--- config.mk ---
export PLATFORM = sky130hd
export DESIGN_NAME = operand_store
export DESIGN_NICKNAME = d
export VERILOG_FILES = /design/src/rtl/cpu_pkg.sv /design/src/rtl/operand_store.sv
export SDC_FILE = /design/constraint.sdc
export NUM_CORES = 1
export LEC_CHECK = 0
export BUFFER_PORTS_ARGS = -buffer_cell sky130_fd_sc_hd__buf_2
export CORE_MARGIN = 1.5
export CORE_UTILIZATION = 30
export CTS_CLUSTER_SIZE = 8
export DETAILED_ROUTE_END_ITERATION = 8
export GPL_ROUTABILITY_DRIVEN = 1
export GPL_TIMING_DRIVEN = 0
export PLACE_DENSITY_LB_ADDON = 0.08
export SETUP_SLACK_MARGIN = 0.2
export SLEW_MARGIN = 20
export SYNTH_ARGS = -nofsm -noshare
export SYNTH_HDL_FRONTEND = slang
export SYNTH_SLANG_ARGS = --single-unit
--- constraint.sdc ---
create_clock -name clk -period 3.01 [get_ports clk]
set_input_delay 0.602 -clock clk [delete_from_list [all_inputs] [get_ports clk]]
set_output_delay 0.602 -clock clk [all_outputs]
set_load 0.02 [all_outputs]
--- src/rtl/cpu_pkg.sv ---
// Shared CPU encodings: addressing modes used by operand fetch/store, and the
// operand-store state enum.
package cpu_pkg;

   typedef enum logic [1:0] {
      MODE_IMM   = 2'b00,
      MODE_DIR   = 2'b01,
      MODE_INDIR = 2'b10,
      MODE_REG   = 2'b11
   } mode_e;

   typedef enum logic [2:0] {
      ST_IDLE   = 3'd0,
      ST_PTR_RD = 3'd1,
      ST_RAM_WR = 3'd2,
      ST_REG_WR = 3'd3,
      ST_FIN    = 3'd4
   } store_state_e;

   function automatic int max_int(input int a, input int b);
      return (a > b) ? a : b;
   endfunction

endpackage

--- src/rtl/operand_store.sv ---
// Writes a result to RAM or the register file by destination addressing mode.
// Latency start->done: INDIR 3, DIR/REG 2, IMM 1 (err); start is ignored while busy.
module operand_store
   import cpu_pkg::*;
#(
   parameter int MODE_WIDTH     = 2,
   parameter int OPERAND_WIDTH  = 8,
   parameter int DATA_WIDTH     = 8,
   parameter int RAM_ADDR_WIDTH = 8,
   parameter int RAM_DATA_WIDTH = 8,
   parameter int REG_ADDR_WIDTH = 4,
   parameter int REG_DATA_WIDTH = 8
) (
   input  logic                      clk,
   input  logic                      rst_n,
   input  logic                      start,
   input  logic [MODE_WIDTH-1:0]     mode,
   input  logic [OPERAND_WIDTH-1:0]  operand_in,
   input  logic [DATA_WIDTH-1:0]     data_in,
   input  logic [REG_DATA_WIDTH-1:0] reg_rdata,
   output logic                      busy,
   output logic                      done,
   output logic                      err,
   output logic [RAM_ADDR_WIDTH-1:0] ram_addr,
   output logic [RAM_DATA_WIDTH-1:0] ram_wdata,
   output logic                      ram_we,
   output logic [REG_ADDR_WIDTH-1:0] reg_addr,
   output logic [REG_DATA_WIDTH-1:0] reg_wdata,
   output logic                      reg_we
);

   // Common width wide enough to zero-extend any source before slicing to a destination.
   localparam int EXT_W = max_int(max_int(max_int(OPERAND_WIDTH, DATA_WIDTH),
                                          max_int(REG_DATA_WIDTH, RAM_ADDR_WIDTH)),
                                  max_int(RAM_DATA_WIDTH, REG_ADDR_WIDTH));

   store_state_e r_state;
   store_state_e w_next;

   logic [MODE_WIDTH-1:0]     r_mode;
   logic [OPERAND_WIDTH-1:0]  r_operand;
   logic [DATA_WIDTH-1:0]     r_data;
   logic [RAM_ADDR_WIDTH-1:0] r_ptr;

   logic [EXT_W-1:0] w_op_ext;
   logic [EXT_W-1:0] w_data_ext;
   logic [EXT_W-1:0] w_rdata_ext;

   logic w_in_dir, w_in_indir, w_in_reg;
   logic w_lat_dir, w_lat_indir, w_lat_reg;

   assign w_op_ext    = EXT_W'(r_operand);
   assign w_data_ext  = EXT_W'(r_data);
   assign w_rdata_ext = EXT_W'(reg_rdata);

   assign w_in_dir    = (mode == MODE_WIDTH'(MODE_DIR));
   assign w_in_indir  = (mode == MODE_WIDTH'(MODE_INDIR));
   assign w_in_reg    = (mode == MODE_WIDTH'(MODE_REG));

   assign w_lat_dir   = (r_mode == MODE_WIDTH'(MODE_DIR));
   assign w_lat_indir = (r_mode == MODE_WIDTH'(MODE_INDIR));
   assign w_lat_reg   = (r_mode == MODE_WIDTH'(MODE_REG));

   always_ff @(posedge clk or negedge rst_n) begin
      if (!rst_n) begin
         r_state <= ST_IDLE;
      end else begin
         r_state <= w_next;
      end
   end

   // IDLE decodes the incoming mode directly so the first step lands one cycle after start.
   always_comb begin
      w_next = r_state;
      case (r_state)
         ST_IDLE: begin
            if (start) begin
               if (w_in_dir)        w_next = ST_RAM_WR;
               else if (w_in_indir) w_next = ST_PTR_RD;
               else if (w_in_reg)   w_next = ST_REG_WR;
               else                 w_next = ST_FIN;
            end
         end
         ST_PTR_RD: w_next = ST_RAM_WR;
         ST_RAM_WR: w_next = ST_FIN;
         ST_REG_WR: w_next = ST_FIN;
         ST_FIN:    w_next = ST_IDLE;
         default:   w_next = ST_IDLE;
      endcase
   end

   always_comb begin
      busy      = (r_state != ST_IDLE);
      done      = 1'b0;
      err       = 1'b0;
      ram_addr  = '0;
      ram_wdata = '0;
      ram_we    = 1'b0;
      reg_addr  = '0;
      reg_wdata = '0;
      reg_we    = 1'b0;
      case (r_state)
         ST_PTR_RD: begin
            reg_addr = w_op_ext[REG_ADDR_WIDTH-1:0];
         end
         ST_RAM_WR: begin
            ram_we    = 1'b1;
            ram_addr  = w_lat_indir ? r_ptr : w_op_ext[RAM_ADDR_WIDTH-1:0];
            ram_wdata = w_data_ext[RAM_DATA_WIDTH-1:0];
         end
         ST_REG_WR: begin
            reg_we    = 1'b1;
            reg_addr  = w_op_ext[REG_ADDR_WIDTH-1:0];
            reg_wdata = w_data_ext[REG_DATA_WIDTH-1:0];
         end
         ST_FIN: begin
            done = 1'b1;
            err  = !(w_lat_dir || w_lat_indir || w_lat_reg);
         end
         default: ;
      endcase
   end

   always_ff @(posedge clk or negedge rst_n) begin
      if (!rst_n) begin
         r_mode    <= '0;
         r_operand <= '0;
         r_data    <= '0;
         r_ptr     <= '0;
      end else begin
         if (r_state == ST_IDLE && start) begin
            r_mode    <= mode;
            r_operand <= operand_in;
            r_data    <= data_in;
         end
         if (r_state == ST_PTR_RD) begin
            r_ptr <= w_rdata_ext[RAM_ADDR_WIDTH-1:0];
         end
      end
   end

endmodule

== Word-level counts from Yosys, hierarchy flattened ==
Cells that the tools add are included.
Word-level totals
  register bits after elaboration: 29
  latch bits: 0
  bits in writable memories: 0
  memory bits (read-only): 0
  bits of input ports: 29
  output and inout bits: 33
  logic and storage cells: 38
  memories kept: 0
Cells by class
  add/sub/neg operators: 0
  multipliers: 0
  divide/modulo/power cells: 0
  order comparisons: 0
  equal/unequal tests: 11
  shift-type cells: 0
  muxes and demuxes: 14
  bitwise logic cells: 0
  reductions and logical operators: 8
Operator list (number)
  2-to-1 mux 8 bit: 4
  2-to-1 mux 3 bit: 4
  case mux 3 bit (3 select lines): 1
  equality test 2 bit (second input constant): 4
  equality test 3 x 2 -> 1 bit (second input constant): 2
  equality test 2 x 1 -> 1 bit (second input constant): 2
  2-to-1 mux 1 bit: 4
  2-to-1 mux 4 bit: 1
  OR reduction 2 bit: 2
  equality test 3 x 1 -> 1 bit (second input constant): 1
  equality test 3 bit (second input constant): 1
  logical NOT 3 bit: 1
  nonzero test 3 bit: 1
  logical OR 1 bit: 2
  != test 2 bit (second input constant): 1
  logical AND 1 bit: 1
  logical NOT 1 bit: 1

== Longest topological paths before layout ==
Gate-level depths: netlist of the first run.
  depth in word-level cells: 6
  gate-level depth with buffers: 4
  depth with buffers taken out: 3

== Worst setup path after synthesis of the first run ==
No wires, ideal clock.
  path type: register to output
  from: register r_state[0]
  to: output err
  arrival: 1.594 ns
  required time: 2.408 ns
  slack: 0.814 ns
  stages on the path, launching flop included: 3
  buffers on the path: 0
  cells stage by stage: dfrtp_1 > nor3b_1 > nor3b_1
Between the ends
  word-level cells in the longest chain between the ends: 2
Ends and longest elaborated chain
  start: declaration: RTL line operand_store.sv:37  | store_state_e r_state;
  start signal: assignment: RTL line operand_store.sv:68  | r_state <= w_next;
  equality test 3 bit: RTL line operand_store.sv:102  | case (r_state)
  2-to-1 mux 1 bit: RTL line operand_store.sv:102
  end: declaration: RTL line operand_store.sv:23  | output logic err,
Every way passes these cells.

== Worst setup path after layout of the first run ==
  from: register r_state[0]
  to: output ram_wdata[1]
Between the ends
  word-level cells in the longest chain between the ends: 2
Ends and longest elaborated chain
  equality test 3 x 2 -> 1 bit: RTL line operand_store.sv:102
  2-to-1 mux 8 bit: RTL line operand_store.sv:102
  end: declaration: RTL line operand_store.sv:25  | output logic [RAM_DATA_WIDTH-1:0] ram_wdata,
Every way passes these cells.

==> reports/results.ini, run 1 <==
[outcome]
outcome = finished clean

[synthesis]
synth_cell_types = 22
syn_area_per_cell_um2 = 12.7
yosys_register_bits = 29
netlist_instances = 114
ys_seq_area_share_pct = 50.0
synth_nets = 143
yosys_warnings = 0
syn_area_um2 = 1450

[power]
switchingPower_w = 0.000496
p_clk_share_pct = 20.2
swShare_pct = 33.0
leakagePower_nw = 1.01
p_comb_share_pct = 36.8
power_frac_seq_pct = 43.0
ir_drop_mv = 0.304
p_int_w = 0.00101
power_density_nw_per_um2 = 788

[detailed_routing]
viasPerCell = 4.55
drt_iter0_markers = 35
wl_um = 3290
routed-via-count = 1078
drc = 0
drt-wirelength-per-cell_um = 13.9
dr.pass1.iters = 4
ant_nets = 0

[global_route]
grt_pass1_vias = 1094
gr-total-overflow = 0
grt_pass1_wl_um = 5070
antenna_found_initial = 0
track_usage_pct = 13.1
grt_max_degree = 30

[clocking]
cts_resized = 0
clock_latency_ns = 0.28
cts_setup_buffers = 0
cts-htree-levels = 2
numCtsBuffers = 5
cts-root-buf = clkbuf_8
clock_sinks = 29
path_clk_slew_ns = 0.06
cts_buffer_depth = 2
cts_hold_buf = 0
cts_tree = yes

[finish]
final-seq-area_um2 = 726
syn_to_final_growth_pct = 31.4
final_common_cell = buf_2
multi_input_area_um2 = 678
drive_gt1_share_pct = 56.3
diodes = 0
utilization_pct = 40.7
most-common-layout-cells = 63 x buf_2, 29 x dfrtp_1, 17 x mux2_2, 13 x and2_1, 10 x nor2_1
fillers = 492
fin_nets = 211

[placement]
post-place-ws_ns = 0.890
io_buffer_count = 61
routabilityCongestion = 0.746
dpl.hpwl_um = 2430

[setup_path]
required_ns = 2.41
worstPathMaxFanout = 9
critPathLaunchType = flip-flop
cp_common_cell = buf_2
critPathTopFamily = simple AND/OR/NAND/NOR gates
arrival_ns = 1.80
cp_slowest_cell = or3b_2
end_kind = primary output
worstSetupPathType = flip-flop to primary output
cp_cell_sequence = or3b_2 -> buf_2 -> inv_2 -> and2_1 -> buf_2
path_buf_inv = 3
cp_slowest_stage_delay_ns = 0.47

[timing]
max_freq_mhz = 416
skew_ns = 0.00457
slew_viol_final = 0
fin_crit_sh_pct = 79.9
rsz0062_at_grt = no
hold_viol = 0
setup_ws_ns = 0.605
worst_pin_slew_ns = 0.665
setup_tns_ns = 0
relSlewSlack_pct = 55.7
layout_min_cycle_time_ns = 2.40
setup_violations = 0

[floorplan]
die_w_um = 72.6
io_pins = 62
placement_rows = 25
die_h_um = 72.6
die_area_um2 = 5270
initial_utilization_pct = 31.0
fp.coreArea_um2 = 4690

[min_path]
worstHoldPathType = input port to async pin

[job]
maxCapViolations = 0

registers in the layout, summed over array words and instances (netlist names):
| name | count |
|---|---|
| r_data | 8 |
| r_operand | 8 |
| r_ptr | 8 |
| r_mode | 2 |
| r_state | 3 |
Yosys cell counts:
library cell	number	area, µm²
nor3_1	1	5.00
or3b_2	1	8.76
dfrtp_1	29	726
clkbuf_1	3	11.3
nor2_1	10	37.5
mux2_4	9	135
inv_2	1	3.75
buf_2	2	10.0
nor4b_1	1	8.76
and2_1	13	81.3
mux2_2	17	191
nor2b_1	2	12.5
and3_1	8	50.1
mux2i_1	8	80.1
or3_4	1	11.3
a21oi_1	1	5.00
buf_12	1	20.0
nor2_8	1	20.0
nor2b_2	1	8.76
inv_1	1	3.75
nor3b_1	2	15.0
and2_2	1	7.51
stage by stage:
| step | cells | area (µm²) | total power (W) | hold WS (ns) |
|---|---|---|---|---|
| final | 237 | 1910 | 0.00150 | 0.357 |
| after global routing | 237 | 1910 | 0.00160 | 0.392 |
| after CTS | 237 | 1910 | 0.00153 | 0.371 |
| after detailed placement | 229 | 1830 | 0.00122 | 0.496 |
| after global placement | 229 | 1830 | 0.00120 | 0.489 |
| after floorplan | 114 | 1450 | 0.00106 | 0.306 |
area by class of cell:
cell class | instances | area share (%)
Sequential cell | 29 | 38.0
Tap cell | 54 | 3.54
Clock inverter | 2 | 0.525
Clock buffer | 6 | 3.80
Inverter | 2 | 0.393
Buffer | 6 | 2.16
Timing Repair Buffer | 61 | 16.0
Multi-Input combinational cell | 77 | 35.5
logic make-up (layout without fill, tap and decap cells):
logic type             after synthesis  after routing  synth area share [%]
buffers and inverters                8             77                  3.36
and+or+nand+nor                     42             42                  18.3
AOI/OAI and AO/OA                    1              1                 0.344
muxes                               34             34                  28.0
DFF                                 29             29                  50.0
path summary, 6_finish.rpt:
kind / cells past startpoint / from / slack (ns) / to
worst max-delay path: 5 / r_state[0]$_DFFE_PN0P_ / 0.61 / ram_wdata[1]
worst min-delay path: 1 / rst_n / 0.36 / r_data[5]$_DFFE_PN0P_
worst max register to register: 4 / r_state[0]$_DFFE_PN0P_ / 1.31 / r_mode[1]$_DFFE_PN0P_
worst min register to register: 1 / r_ptr[6]$_DFFE_PN0N_ / 0.51 / r_ptr[6]$_DFFE_PN0N_
max in group asynchronous: 1 / rst_n / 2.22 / r_state[2]$_DFFE_PN0P_
min in group clk: 1 / r_ptr[6]$_DFFE_PN0N_ / 0.51 / r_ptr[6]$_DFFE_PN0N_
routing by layer:
layer | vias to the layer above | global-route usage, % | part of all wire [%]
met5 | - | 0 | 0
met4 | 0 | 6.92 | 1.0
met3 | 4 | 3.59 | 6.2
met2 | 37 | 21.5 | 47
met1 | 512 | 15.6 | 46
li1 | 525 | - | -
power groups by stage:
stage	registers (W)	logic [W]	clock network [W]
floorplan	0.000622	0.000434	0
global placement	0.000644	0.000553	0
detailed placement	0.000655	0.000564	0
CTS	0.000647	0.000566	0.000316
global route	0.000668	0.000598	0.000339
finish	0.000646	0.000554	0.000304
(Power assumes the default switching activity.)
==> run 2, diff against run 1 <==
==> constraint.sdc (replaced) <==
create_clock -name clk -period 2.26 [get_ports clk]
set_input_delay 0.452 -clock clk [delete_from_list [all_inputs] [get_ports clk]]
set_output_delay 0.452 -clock clk [all_outputs]
set_load 0.02 [all_outputs]
==> run 2 against run 1 <==
  * Combinational power grew 46%
  * Cell area increased by 4.7%
  * Sequential share of layout area fell by 1.7 points
  * Core utilization up 1.9 points
==> reports/results.ini, run 2 (same netlist as run 1, synthesis figures left out) <==
[outcome]
outcome = finished clean

[power]
swShare_pct = 32.8  ; -0.21 points
ir_drop_mv = 0.406  ; +34%
p_comb_share_pct = 39.1  ; +2.3 points
switchingPower_w = 0.000679  ; +37%
p_int_w = 0.00139  ; +38%
power_frac_seq_pct = 41.3  ; -1.7 points
p_clk_share_pct = 19.6  ; -0.6 points
leakagePower_nw = 1.05  ; +3.8%
power_density_nw_per_um2 = 1040  ; +31%

[timing]
hold_viol = 0  ; unchanged
worst_pin_slew_ns = 0.663  ; -0.00113 ns
setup_tns_ns = 0  ; unchanged
skew_ns = 0.00482  ; +0.000250 ns
relSlewSlack_pct = 55.8  ; +0.075 points
setup_violations = 0  ; unchanged
fin_crit_sh_pct = 88.9
slew_viol_final = 0  ; unchanged
layout_min_cycle_time_ns = 2.01
max_freq_mhz = 498
rsz0062_at_grt = no

[clocking]
cts_tree = yes
cts-root-buf = clkbuf_8
cts-htree-levels = 2  ; unchanged
clock_sinks = 29  ; unchanged
cts_hold_buf = 0  ; unchanged
path_clk_slew_ns = 0.06  ; about the same
cts_buffer_depth = 2  ; unchanged
numCtsBuffers = 5  ; unchanged
clock_latency_ns = 0.28  ; about the same

[floorplan]
die_area_um2 = 5270  ; unchanged
die_w_um = 72.6  ; unchanged
io_pins = 62  ; unchanged
placement_rows = 25  ; unchanged
initial_utilization_pct = 31.0  ; unchanged
fp.coreArea_um2 = 4690  ; unchanged
die_h_um = 72.6  ; unchanged

[detailed_routing]
drt_iter0_markers = 41  ; +17%
ant_nets = 0  ; unchanged
dr.pass1.iters = 3  ; -1
routed-via-count = 1113  ; +3.2%
drt-wirelength-per-cell_um = 14.1  ; +1.8%
wl_um = 3420  ; +4.0%
viasPerCell = 4.60  ; +1.1%
drc = 0  ; unchanged

[finish]
fillers = 485  ; -1.4%
diodes = 0  ; unchanged
drive_gt1_share_pct = 59.0  ; +2.8 points
design_area_um2 = 2000  ; +4.7%
syn_to_final_growth_pct = 37.6
final_common_cell = buf_2
multi_input_area_um2 = 683  ; +0.74%
fin_nets = 216  ; +2.4%
final-seq-area_um2 = 726  ; unchanged
most-common-layout-cells = 55 x buf_2, 29 x dfrtp_1, 17 x mux2_2, 12 x and2_1, 10 x nor2_1
biggestRegsByFlops = r_data (8), r_operand (8), r_ptr (8)

[setup_path]
cp_slowest_cell = or3b_4
worstSetupPathType = flip-flop to primary output
path_buf_inv = 3  ; unchanged
critPathLaunchType = flip-flop
cp_slowest_stage_delay_ns = 0.41  ; -0.06 ns
arrival_ns = 1.56  ; -0.24 ns
critPathTopFamily = simple AND/OR/NAND/NOR gates
cp_common_cell = buf_6
worstPathMaxFanout = 9  ; unchanged
cp_cell_sequence = or3b_4 -> buf_6 -> inv_6 -> and2_1 -> buf_6
end_kind = primary output
required_ns = 1.81  ; -0.60 ns

[global_route]
gr-total-overflow = 0  ; unchanged
grt_pass1_wl_um = 5190  ; +2.3%
antenna_found_initial = 0  ; unchanged
grt_max_degree = 30  ; unchanged
track_usage_pct = 13.4  ; +0.32 points
grt_pass1_vias = 1129  ; +3.2%

[placement]
dpl.hpwl_um = 2430  ; unchanged
routabilityCongestion = 0.746  ; unchanged
io_buffer_count = 61  ; unchanged
placed_cell_area_um2 = 1830  ; unchanged

[job]
maxCapViolations = 0  ; unchanged

[min_path]
worstHoldPathType = input port to async pin

run 2: cell types whose count changed in the layout (fill, tap and decap cells not counted):
cell      previous run  this run
or3b_4               0         1
inv_6                0         1
buf_6                0         4
clkbuf_1             4         2
buf_4                0         9
and2_1              13        12
buf_2               63        55
and2_4               0         1
clkbuf_4             0         2
or3b_2               1         0
inv_2                1         0
run 2: area by class of cell:
type / instances / area share (%)
Sequential cell: 29 / 36.3
Multi-Input combinational cell: 77 / 34.2
Timing Repair Buffer: 66 / 18.6
Clock buffer: 6 / 3.63
Tap cell: 54 / 3.38
Buffer: 6 / 2.76
Inverter: 2 / 0.626
Clock inverter: 2 / 0.501
run 2: timing repair:
action / in CTS / in global routing
cloned: 1 / 0
setup buffers: 4 / 0
resized for setup: 12 / 11
endpoints found under the setup margin: 22 / 16
run 2: worst paths after layout:
kind                                         from                  endpoint  slack [ns]  cells past startpoint
setup / recovery           r_state[0]$_DFFE_PN0P_              ram_wdata[2]        0.25                      5
hold / removal                              rst_n     r_data[4]$_DFFE_PN0P_        0.20                      1
setup reg to reg           r_state[0]$_DFFE_PN0P_     r_mode[1]$_DFFE_PN0P_        0.47                      5
hold reg to reg              r_ptr[6]$_DFFE_PN0N_      r_ptr[6]$_DFFE_PN0N_        0.51                      1
max in group asynchronous                   rst_n    r_state[2]$_DFFE_PN0P_        1.62                      1
min in group clk                    operand_in[3]  r_operand[3]$_DFFE_PN0P_        0.40                      2
run 2: per-layer routing:
layer / track usage [%] / vias to the layer above / wire, µm
li1: - / 537 / -
met1: 15.8 / 535 / 1530
met2: 22.4 / 37 / 1650
met3: 3.59 / 4 / 203
met4: 6.92 / 0 / 34
met5: 0 / - / 0
run 2: through the flow:
stage	setup slack (ns)	std cells	utilization [%]	power (W)	hold slack (ns)
floorplan	0.214	114	-	0.00141	0.156
global placement	0.299	229	38.9	0.00159	0.489
finish	0.252	242	42.6	0.00207	0.205
global route	0.193	242	42.6	0.00220	0.242
detailed placement	0.290	229	38.9	0.00162	0.496
CTS	0.211	242	42.0	0.00208	0.221
run 2: power by group through the flow:
stage	logic [W]	clock network, W	registers, W
detailed placement	0.000751	0	0.000872
CTS	0.000806	0.000421	0.000854
finish	0.000809	0.000406	0.000854
global route	0.000868	0.000452	0.000881
global placement	0.000736	0	0.000858
floorplan	0.000578	0	0.000829
